File: src/rtl/ofs_plat_prim_fairness_pkg.sv
// Shared helpers for the N-channel burst-count fairness tracker.
// Holds the window-sum width rule, the default threshold multiplier and the max-reduction select.
package ofs_plat_prim_fairness_pkg;

    localparam int FAIRNESS_DEFAULT_THRESHOLD_SHIFT = 3;
    localparam int FAIRNESS_CMP_W = 64;

    function automatic int fairness_sum_width(input int burst_w, input int depth);
        return burst_w + 1 + $clog2(depth + 1);
    endfunction

    // Returns 1 only when b is strictly larger, so equal sums keep the lower channel index.
    function automatic logic max_idx(input logic [FAIRNESS_CMP_W-1:0] a,
                                     input logic [FAIRNESS_CMP_W-1:0] b);
        return (b > a);
    endfunction

endpackage

File: src/rtl/ofs_plat_prim_fairness_chan_window.sv
// One channel's sliding window: beat history, running sum and activity vector.
// The window advances on active cycles only; idle cycles neither age nor add.
module ofs_plat_prim_fairness_chan_window
    import ofs_plat_prim_fairness_pkg::*;
#(
    parameter int BEAT_W        = 8,
    parameter int HISTORY_DEPTH = 31,
    parameter int SUM_W         = fairness_sum_width(BEAT_W - 1, HISTORY_DEPTH)
)(
    input  logic                     clk,
    input  logic                     reset_n,
    input  logic                     clear,
    input  logic                     i_ch_valid,
    input  logic                     i_any_valid,
    input  logic [BEAT_W-1:0]        i_beats,
    input  logic                     i_beats_en,
    output logic [SUM_W-1:0]         o_sum,
    output logic [HISTORY_DEPTH-1:0] o_active
);

    logic [BEAT_W-1:0]        r_hist [HISTORY_DEPTH];
    logic [SUM_W-1:0]         r_sum;
    logic [HISTORY_DEPTH-1:0] r_active;

    // NOTE: the history is reset with the sum; the running sum subtracts whatever leaves the
    // window, so stale entries after reset or clear would corrupt it.
    always_ff @(posedge clk) begin
        if (!reset_n || clear) begin
            r_sum <= '0;
            for (int i = 0; i < HISTORY_DEPTH; i++) begin
                r_hist[i] <= '0;
            end
        end else if (i_beats_en) begin
            r_sum     <= r_sum + SUM_W'(i_beats) - SUM_W'(r_hist[HISTORY_DEPTH-1]);
            r_hist[0] <= i_beats;
            for (int i = 1; i < HISTORY_DEPTH; i++) begin
                r_hist[i] <= r_hist[i-1];
            end
        end
    end

    // Activity follows the raw request, one cycle ahead of the beat history.
    always_ff @(posedge clk) begin
        if (!reset_n || clear) begin
            r_active <= '0;
        end else if (i_any_valid) begin
            r_active <= {r_active[HISTORY_DEPTH-2:0], i_ch_valid};
        end
    end

    assign o_sum    = r_sum;
    assign o_active = r_active;

endmodule

File: src/rtl/ofs_plat_prim_burstcount_fairness_multi.sv
// N-channel burst-count fairness tracker: flags active channels lagging the busiest one.
// Define OFS_PLAT_PRIM_FAIRNESS_MAX_PIPE_EN to register the max reduction (latency 4 instead of 3).
module ofs_plat_prim_burstcount_fairness_multi
    import ofs_plat_prim_fairness_pkg::*;
#(
    parameter int NUM_CH              = 4,
    parameter int BURST_CNT_WIDTH     = 7,
    parameter int HISTORY_DEPTH       = 31,
    parameter int FAIRNESS_THRESHOLD  = FAIRNESS_DEFAULT_THRESHOLD_SHIFT << BURST_CNT_WIDTH,
    parameter int BURST_CNT_IS_MINUS1 = 0
)(
    input  logic                                   clk,
    input  logic                                   reset_n,
    input  logic                                   clear,
    input  logic [NUM_CH-1:0]                      ch_valid,
    input  logic [NUM_CH-1:0][BURST_CNT_WIDTH-1:0] ch_burstcount,
    output logic [NUM_CH-1:0]                      favor,
    output logic [$clog2(NUM_CH)-1:0]              busiest_ch
);

    localparam int BEAT_W    = BURST_CNT_WIDTH + 1;
    localparam int SUM_W     = fairness_sum_width(BURST_CNT_WIDTH, HISTORY_DEPTH);
    localparam int IDX_W     = $clog2(NUM_CH);
    localparam int NUM_PAIRS = (NUM_CH + 1) / 2;

    typedef logic [BEAT_W-1:0] beat_t;
    typedef logic [SUM_W-1:0]  sum_t;
    typedef logic [IDX_W-1:0]  idx_t;

    localparam sum_t THRESHOLD = SUM_W'(FAIRNESS_THRESHOLD);

    beat_t             w_beats [NUM_CH];
    logic              w_any_valid;
    beat_t             r_beats [NUM_CH];
    logic              r_any_valid;
    sum_t              w_sum [NUM_CH];
    logic [NUM_CH-1:0] w_active;

    // NOTE: every output of a combinational block is assigned on every path, so no latch forms.
    always_comb begin
        w_any_valid = |ch_valid;
        for (int i = 0; i < NUM_CH; i++) begin
            w_beats[i] = ch_valid[i] ? (beat_t'(ch_burstcount[i]) + beat_t'(BURST_CNT_IS_MINUS1))
                                     : '0;
        end
    end

    // NOTE: state registers use non-blocking assignment so all stages sample pre-edge values.
    always_ff @(posedge clk) begin
        if (!reset_n || clear) begin
            r_any_valid <= 1'b0;
            for (int i = 0; i < NUM_CH; i++) begin
                r_beats[i] <= '0;
            end
        end else begin
            r_any_valid <= w_any_valid;
            for (int i = 0; i < NUM_CH; i++) begin
                r_beats[i] <= w_beats[i];
            end
        end
    end

    for (genvar g = 0; g < NUM_CH; g++) begin : g_chan
        logic [HISTORY_DEPTH-1:0] w_active_vec;

        ofs_plat_prim_fairness_chan_window #(
            .BEAT_W        (BEAT_W),
            .HISTORY_DEPTH (HISTORY_DEPTH),
            .SUM_W         (SUM_W)
        ) u_window (
            .clk         (clk),
            .reset_n     (reset_n),
            .clear       (clear),
            .i_ch_valid  (ch_valid[g]),
            .i_any_valid (w_any_valid),
            .i_beats     (r_beats[g]),
            .i_beats_en  (r_any_valid),
            .o_sum       (w_sum[g]),
            .o_active    (w_active_vec)
        );

        assign w_active[g] = |w_active_vec;
    end

    sum_t w_pair_sum [NUM_PAIRS];
    idx_t w_pair_idx [NUM_PAIRS];
    sum_t w_max_sum;
    idx_t w_max_idx;

    // First level compares neighbours; an odd last channel passes straight through.
    for (genvar p = 0; p < NUM_PAIRS; p++) begin : g_pair
        if (2 * p + 1 < NUM_CH) begin : g_two
            logic w_pick_hi;
            assign w_pick_hi     = max_idx(FAIRNESS_CMP_W'(w_sum[2*p]), FAIRNESS_CMP_W'(w_sum[2*p+1]));
            assign w_pair_sum[p] = w_pick_hi ? w_sum[2*p+1] : w_sum[2*p];
            assign w_pair_idx[p] = w_pick_hi ? idx_t'(2 * p + 1) : idx_t'(2 * p);
        end else begin : g_one
            assign w_pair_sum[p] = w_sum[2*p];
            assign w_pair_idx[p] = idx_t'(2 * p);
        end
    end

    always_comb begin
        w_max_sum = w_pair_sum[0];
        w_max_idx = w_pair_idx[0];
        for (int p = 1; p < NUM_PAIRS; p++) begin
            if (max_idx(FAIRNESS_CMP_W'(w_max_sum), FAIRNESS_CMP_W'(w_pair_sum[p]))) begin
                w_max_sum = w_pair_sum[p];
                w_max_idx = w_pair_idx[p];
            end
        end
    end

    sum_t              w_cmp_max;
    idx_t              w_cmp_idx;
    sum_t              w_cmp_sum [NUM_CH];
    logic [NUM_CH-1:0] w_cmp_active;

`ifdef OFS_PLAT_PRIM_FAIRNESS_MAX_PIPE_EN
    sum_t              r_max_sum;
    idx_t              r_max_idx;
    sum_t              r_sum_d [NUM_CH];
    logic [NUM_CH-1:0] r_active_d;

    // Sums and activity are delayed with the max so the favor compare stays self-consistent.
    always_ff @(posedge clk) begin
        if (!reset_n) begin
            r_max_sum  <= '0;
            r_max_idx  <= '0;
            r_active_d <= '0;
            for (int i = 0; i < NUM_CH; i++) begin
                r_sum_d[i] <= '0;
            end
        end else begin
            r_max_sum  <= w_max_sum;
            r_max_idx  <= w_max_idx;
            r_active_d <= w_active;
            for (int i = 0; i < NUM_CH; i++) begin
                r_sum_d[i] <= w_sum[i];
            end
        end
    end

    assign w_cmp_max    = r_max_sum;
    assign w_cmp_idx    = r_max_idx;
    assign w_cmp_sum    = r_sum_d;
    assign w_cmp_active = r_active_d;
`else
    assign w_cmp_max    = w_max_sum;
    assign w_cmp_idx    = w_max_idx;
    assign w_cmp_sum    = w_sum;
    assign w_cmp_active = w_active;
`endif

    // Clear needs no special case here: zeroed sums drive favor and busiest_ch back to 0.
    always_ff @(posedge clk) begin
        if (!reset_n) begin
            favor      <= '0;
            busiest_ch <= '0;
        end else begin
            for (int i = 0; i < NUM_CH; i++) begin
                favor[i] <= w_cmp_active[i] && ((w_cmp_max - w_cmp_sum[i]) > THRESHOLD);
            end
            busiest_ch <= w_cmp_idx;
        end
    end

endmodule
File: config.mk
export PLATFORM = sky130hd
export DESIGN_NAME = ofs_plat_prim_burstcount_fairness_multi
export DESIGN_NICKNAME = d
export VERILOG_FILES = /design/src/rtl/ofs_plat_prim_fairness_pkg.sv /design/src/rtl/ofs_plat_prim_fairness_chan_window.sv /design/src/rtl/ofs_plat_prim_burstcount_fairness_multi.sv
export SDC_FILE = /design/constraint.sdc
export NUM_CORES = 2
export LEC_CHECK = 0
export ABC_AREA = 1
export BUFFER_PORTS_ARGS = -buffer_cell sky130_fd_sc_hd__buf_4
export CAP_MARGIN = 20
export CORE_ASPECT_RATIO = 1.1
export CORE_MARGIN = 10
export CORE_UTILIZATION = 57
export DETAILED_ROUTE_END_ITERATION = 10
export HOLD_SLACK_MARGIN = 0.06
export PLACE_DENSITY_LB_ADDON = 0.3
export SYNTH_ARGS = -nofsm -noshare
export SYNTH_HDL_FRONTEND = slang
export SYNTH_SLANG_ARGS = --single-unit
File: constraint.sdc
create_clock -name clk -period 12.7 [get_ports clk]
set_clock_uncertainty 0.15 [all_clocks]
set_input_delay 1.905 -clock clk [delete_from_list [all_inputs] [get_ports clk]]
set_output_delay 1.905 -clock clk [all_outputs]
set_load 0.01 [all_outputs]
* Yosys cells after proc, flatten, opt, wreduce, memory -nomap -nowiden *
Memories as Yosys holds them, arrays and structs flattened.
Cells that the tools add are included.

operators by class
  $add $sub $neg = 12
  magnitude comparators = 7
  multiplexer cells = 144
  bitwise operators = 128
  reduce and logical (&&, ||, !) cells = 11

operators with widths
  kind                                                 number
  2-to-1 mux 8 bit                                     124
  OR 1 bit                                             128
  OR reduction 31 bit                                  4
  2-to-1 mux 7 bit                                     8
  adder 13 x 8 -> 13 bit                               4
  > comparator 13 x 9 -> 1 bit, second input constant  4
  subtractor 13 bit                                    4
  subtractor 13 x 8 -> 13 bit                          4
  > comparator 13 bit                                  3
  2-to-1 mux 13 bit                                    3
  2-to-1 mux 1 bit                                     8
  logical AND 1 bit                                    4
  OR reduction 4 bit                                   1
  2-to-1 mux 2 bit                                     1
  logical NOT 1 bit                                    1
  logical OR 1 bit                                     1

word-level totals
  bits in registers = 183
  memory bits (writable) = 1020
  input port bits = 35
  output and inout bits = 6
  logic and storage cells = 318
  memories = 5

memory list
  name                       words  bits a word  read ports  clocked after Yosys merged registers in  wr ports  RTL line                                       RTL
  g_chan[0].u_window.r_hist  31     8            31          0                                        31        ofs_plat_prim_fairness_chan_window.sv:21       logic [BEAT_W-1:0] r_hist [HISTORY_DEPTH];
  g_chan[1].u_window.r_hist  31     8            31          0                                        31        ofs_plat_prim_fairness_chan_window.sv:21
  g_chan[2].u_window.r_hist  31     8            31          0                                        31        ofs_plat_prim_fairness_chan_window.sv:21
  g_chan[3].u_window.r_hist  31     8            31          0                                        31        ofs_plat_prim_fairness_chan_window.sv:21
  r_beats                    4      7            4           0                                        4         ofs_plat_prim_burstcount_fairness_multi.sv:34  beat_t r_beats [NUM_CH];

* Depth between registers and ports, before layout *
  word-level depth = 7
  gate-level depth with buffers = 41
  depth with buffers taken out = 39

* Modules after synthesis *
From an unflattened synthesis, not the netlist that was laid out.

unflattened totals
  cells, all modules = 5536
  area, all modules = 57194.9 um^2

by module, submodules not included
  module                                   instances  cells each  area an instance (um^2)  seq. area each (um^2)
  ofs_plat_prim_fairness_chan_window       4          1135        12832.3                  8328.0
  ofs_plat_prim_burstcount_fairness_multi  1          996         5865.6                   700.7

* Worst setup path after synthesis *
OpenSTA, ideal clock, no wires.

  path type = input to register
  start = input reset_n
  end = memory g_chan[0].u_window.r_hist[0][0], enable pin
  library setup time = 0.860 ns
  data arrival time = 12.282 ns
  required time = 11.690 ns
  path slack = -0.592 ns
  cell stages on the path = 5
  path buffers = 2
  path through = inv_2 -> nor2_4 -> nand2_1 -> clkbuf_1 -> buf_2

RTL lines
  what             RTL line                                       RTL
  start, declared  ofs_plat_prim_burstcount_fairness_multi.sv:13  input logic reset_n,
  end, declared    ofs_plat_prim_fairness_chan_window.sv:21

* Worst setup path after layout *
  start = register g_chan[0].u_window.r_sum[12]
  end = register favor[2]

between the ends
  cells in the longest elaborated chain, start to end = 7

RTL lines
  what                            RTL line                                        RTL
  start, declared                 ofs_plat_prim_fairness_chan_window.sv:22        logic [SUM_W-1:0] r_sum;
  start signal, assigned          ofs_plat_prim_fairness_chan_window.sv:34        r_sum <= r_sum + SUM_W'(i_beats) - SUM_W'(r_hist[HISTORY_DEPTH-1]);
  > comparator 13 bit             ofs_plat_prim_fairness_pkg.sv:15                return (b > a);
  2-to-1 mux 13 bit *             ofs_plat_prim_burstcount_fairness_multi.sv:95   assign w_pair_sum[p] = w_pick_hi ? w_sum[2*p+1] : w_sum[2*p];
  > comparator 13 bit             ofs_plat_prim_fairness_pkg.sv:15
  2-to-1 mux 13 bit *             ofs_plat_prim_burstcount_fairness_multi.sv:107  if (max_idx(FAIRNESS_CMP_W'(w_max_sum), FAIRNESS_CMP_W'(w_pair_sum[p]))) begin
  subtractor 13 bit *             ofs_plat_prim_burstcount_fairness_multi.sv:162  favor[i] <= w_cmp_active[i] && ((w_cmp_max - w_cmp_sum[i]) > THRESHOLD);
  > comparator 13 x 9 -> 1 bit *  ofs_plat_prim_burstcount_fairness_multi.sv:162
  logical AND 1 bit *             ofs_plat_prim_burstcount_fairness_multi.sv:162
  end signal, assigned by index   ofs_plat_prim_burstcount_fairness_multi.sv:162
  end, declared                   ofs_plat_prim_burstcount_fairness_multi.sv:17   output logic [NUM_CH-1:0] favor,

Every way passes the cells marked *; elsewhere a longest branch is shown, timed or not.
A chain may end at the register's enable or synchronous reset.

==> results.toml <==
[yosys]
synth-main-ff-cell = "edfxtp_1"
yosysUniqueCellTypes = 48
synth_edf_count = 868
ys_seq_elements = 1079
async_reset_ff_frac = 0
ys_top_cells_by_count = "inv_1 (1,184), nor2_1 (1,100), edfxtp_1 (868), nand2_1 (291), dfxtp_1 (211)"
synthCells = 4683
syn_area_um2 = 47150
yosys-top-cells-area = "edfxtp_1 (55%), inv_1 (9.4%), dfxtp_1 (9.0%)"
yosysWarningCount = 0
postSynthNetCount = 4889
synth_top_area_cell = "edfxtp_1"
synth_top_area_share = 0.5528
ys_seq_area_frac = 0.6424
syn_avg_cell_area_um2 = 10.07
synth_most_common_cell = "inv_1"

[cells_and_area]
diodes = 0
multi_input_area_um2 = 11700
nets = 4907
layout-drive-gt1-share = 0.05826
fillers = 6329
fin_cells = 5853
area_delta_synth_final_pct = 10.14
fin_util = 0.6341
seqCellArea_um2 = 30290

[power_and_ir_drop]
vdd_ir_drop_max_uv = 116.9
p_int_mw = 6.656
power.share.combinational = 0.242
p_sw_mw = 2.913
p_seq_frac = 0.425
swShare = 0.3044
leakagePower_nw = 21.69
power_density_nw_per_um2 = 184.3
pwr-share-clk = 0.333

[grt]
grt_pass1_vias = 27239
grt_pass1_wl_mm = 135.3
antenna_found_initial = 0
grt_usage = 0.1742
grt_overflow = 0
grt_max_degree = 244

[sta]
setup_viol = 0
setup_tns_ns = 0
post-route-min-period_ns = 6.037
timing.final.ws_setup_ns = 6.663
fin_crit_sh = 0.4754
clock.fmax_mhz = 165.6
rsz0062_at_grt = "no"
tightest_slew_ns = 1.097
drv_slew = 0
finalHoldViolCount = 0
maxSlewHeadroom = 0.2686

[floorplan]
die-height_um = 321.7
fp-row-count = 110
ios = 41
core_area_um2 = 81890
die-area_um2 = 94640
die_x_um = 294.2
start_util = 0.5758

[drt]
drc = 0
wl_mm = 82.29
via_per_inst = 4.904
postRouteAntennaNets = 0
wire_per_inst_um = 14.06
drt-pass1-iter-count = 5
num_vias = 28701
drtIter0Drc = 2335

[run_status]
status = "complete, no violations"

[worst_hold_path]
hold_path_class = "flip-flop to flip-flop"
holdPathEnd = "g_chan[1].u_window.o_active[3]"
holdPathStages = 2
min_from = "g_chan[1].u_window.o_active[3]"

[setup_path]
critical_path_arrival_ns = 6.45
r2r_slack_ns = 6.66
path_common_cell = "nand2_1"
rr_worst_depth = 32
r2r-end = "favor[2]"
required_ns = 13.11
reg2reg_from = "g_chan[0].u_window.o_sum[12]"
critPathCaptureType = "flip-flop"
crit_path_start = "g_chan[0].u_window.o_sum[12]"
cp_slowest_stage_delay_ns = 0.80
crit_type = "flip-flop to flip-flop"
crit_fanout = 25
startpoint_type = "flip-flop"
cpMaxStageDelayCell = "o21ai_1"

[clock_network]
cts_root_buf = "clkbuf_16"
tritoncts = "yes"
postCtsHoldBufs = 0
cts_setup_buffers = 0
ctsResizeCount = 0
cts_made_buffers = 106
cts.sinks = 1079
htreeDepth = 3
clk_latency_ns = 0.71
clock_path_buffers = 3
clk_pin_slew_ns = 0.06

[placed_design]
place_congestion = 0.9233
hpwl_mm = 50.23
dp_slack_ns = 6.244
portBuffers = 40
dp.cells = 5655

[run]
maxCapViolCount = 0
[metal layers]
layer,part of all wire,up-vias,global-route usage
met4,0.025,0,0.05910
met5,0,-,0
met1,0.47,13429,0.2473
met3,0.046,122,0.02639
li1,-,14664,-
met2,0.46,486,0.2724
[how the worst max path moves through the flow]
stage | endpoint | slack (ns)
6_report | favor[2] | 6.66
5_1_grt | favor[2] | 6.26
4_1_cts | favor[2] | 6.83
3_5_place_dp | g_chan[1].u_window.o_sum[11] | 6.24
3_3_place_gp | g_chan[1].u_window.o_sum[11] | 6.29
2_1_floorplan | g_chan[0].u_window.r_hist[0][0] | 3.90
[power groups by stage]
stage                     registers [mW]  logic (mW)  clock network, mW
after floorplan                     4.15        1.80                  0
after global placement              4.13        2.25                  0
after detailed placement            4.14        2.28                  0
after CTS                           4.07        2.29               3.26
after global routing                4.08        2.62               3.39
final                               4.07        2.31               3.19
[sequential cells by signal (all words and copies together) (netlist names)]
signal                    count
g_chan.u_window.o_active    124
r_beats                      28
g_chan.u_window.r_hist      868
g_chan.u_window.o_sum        52
favor                         4
busiest_ch                    2
r_any_valid                   1
[worst max-delay path: cells and delay by family (launching register included)]
family / cells / cell delay [ns]
DFF: 1 / 0.36
adders and majority gates: 3 / 1.06
xor gates and xnor gates: 1 / 0.15
buffers and inverters: 6 / 0.58
and+or+nand+nor: 15 / 1.41
AOI/OAI and AO/OA: 7 / 2.16
[cell families after synthesis]
group / Yosys count / synth area share
AOI/OAI and AO/OA: 466 / 0.05382
xor gates and xnor gates: 37 / 0.006873
adders and majority gates: 171 / 0.05047
buffers and inverters: 1344 / 0.1097
DFF: 1079 / 0.6424
and+or+nand+nor: 1586 / 0.1367
[placed cells by master (no fill, tap or decap), types with 7 or more instances in the layout]
master | netlist | layout
nor4_1 | 21 | 21
inv_1 | 1184 | 1184
nand3b_1 | 7 | 7
o22ai_1 | 25 | 25
a21oi_1 | 155 | 155
o21ai_0 | 198 | 198
dfxtp_1 | 211 | 211
buf_4 | 0 | 56
nor2_1 | 1100 | 1100
fa_1 | 32 | 32
nand2_1 | 291 | 290
edfxtp_1 | 868 | 868
o21ai_1 | 29 | 29
nor3_1 | 13 | 13
o21ai_2 | 12 | 12
a31oi_1 | 9 | 9
nand3_1 | 77 | 77
bufinv_16 | 0 | 11
clkbuf_8 | 0 | 8
nand4_1 | 40 | 40
clkbuf_16 | 0 | 107
clkinv_1 | 1 | 9
xor2_1 | 28 | 28
xnor2_1 | 9 | 9
nand3_2 | 8 | 8
clkinv_2 | 0 | 19
clkbuf_1 | 80 | 30
ha_1 | 139 | 139
[per-stage QoR]
step	total power [mW]	hold slack [ns]	instance area (µm²)
finish	9.569	0.3160	51930
detailed placement	6.416	0.3094	48290
global route	10.10	0.3344	51930
CTS	9.618	0.3189	51870
global placement	6.385	0.3019	48290
floorplan	5.950	0.2903	47150
[area by class of cell]
type | instances | share of cell area
clock buffer | 145 | 0.05585
clock inverter | 51 | 0.01320
inverter | 1193 | 0.08652
multi-input combinational | 2260 | 0.2252
sequential | 1079 | 0.5833
tap | 1064 | 0.02564
timing repair buffer | 61 | 0.01031
No activity file was read; power rests on OpenSTA's default activity.
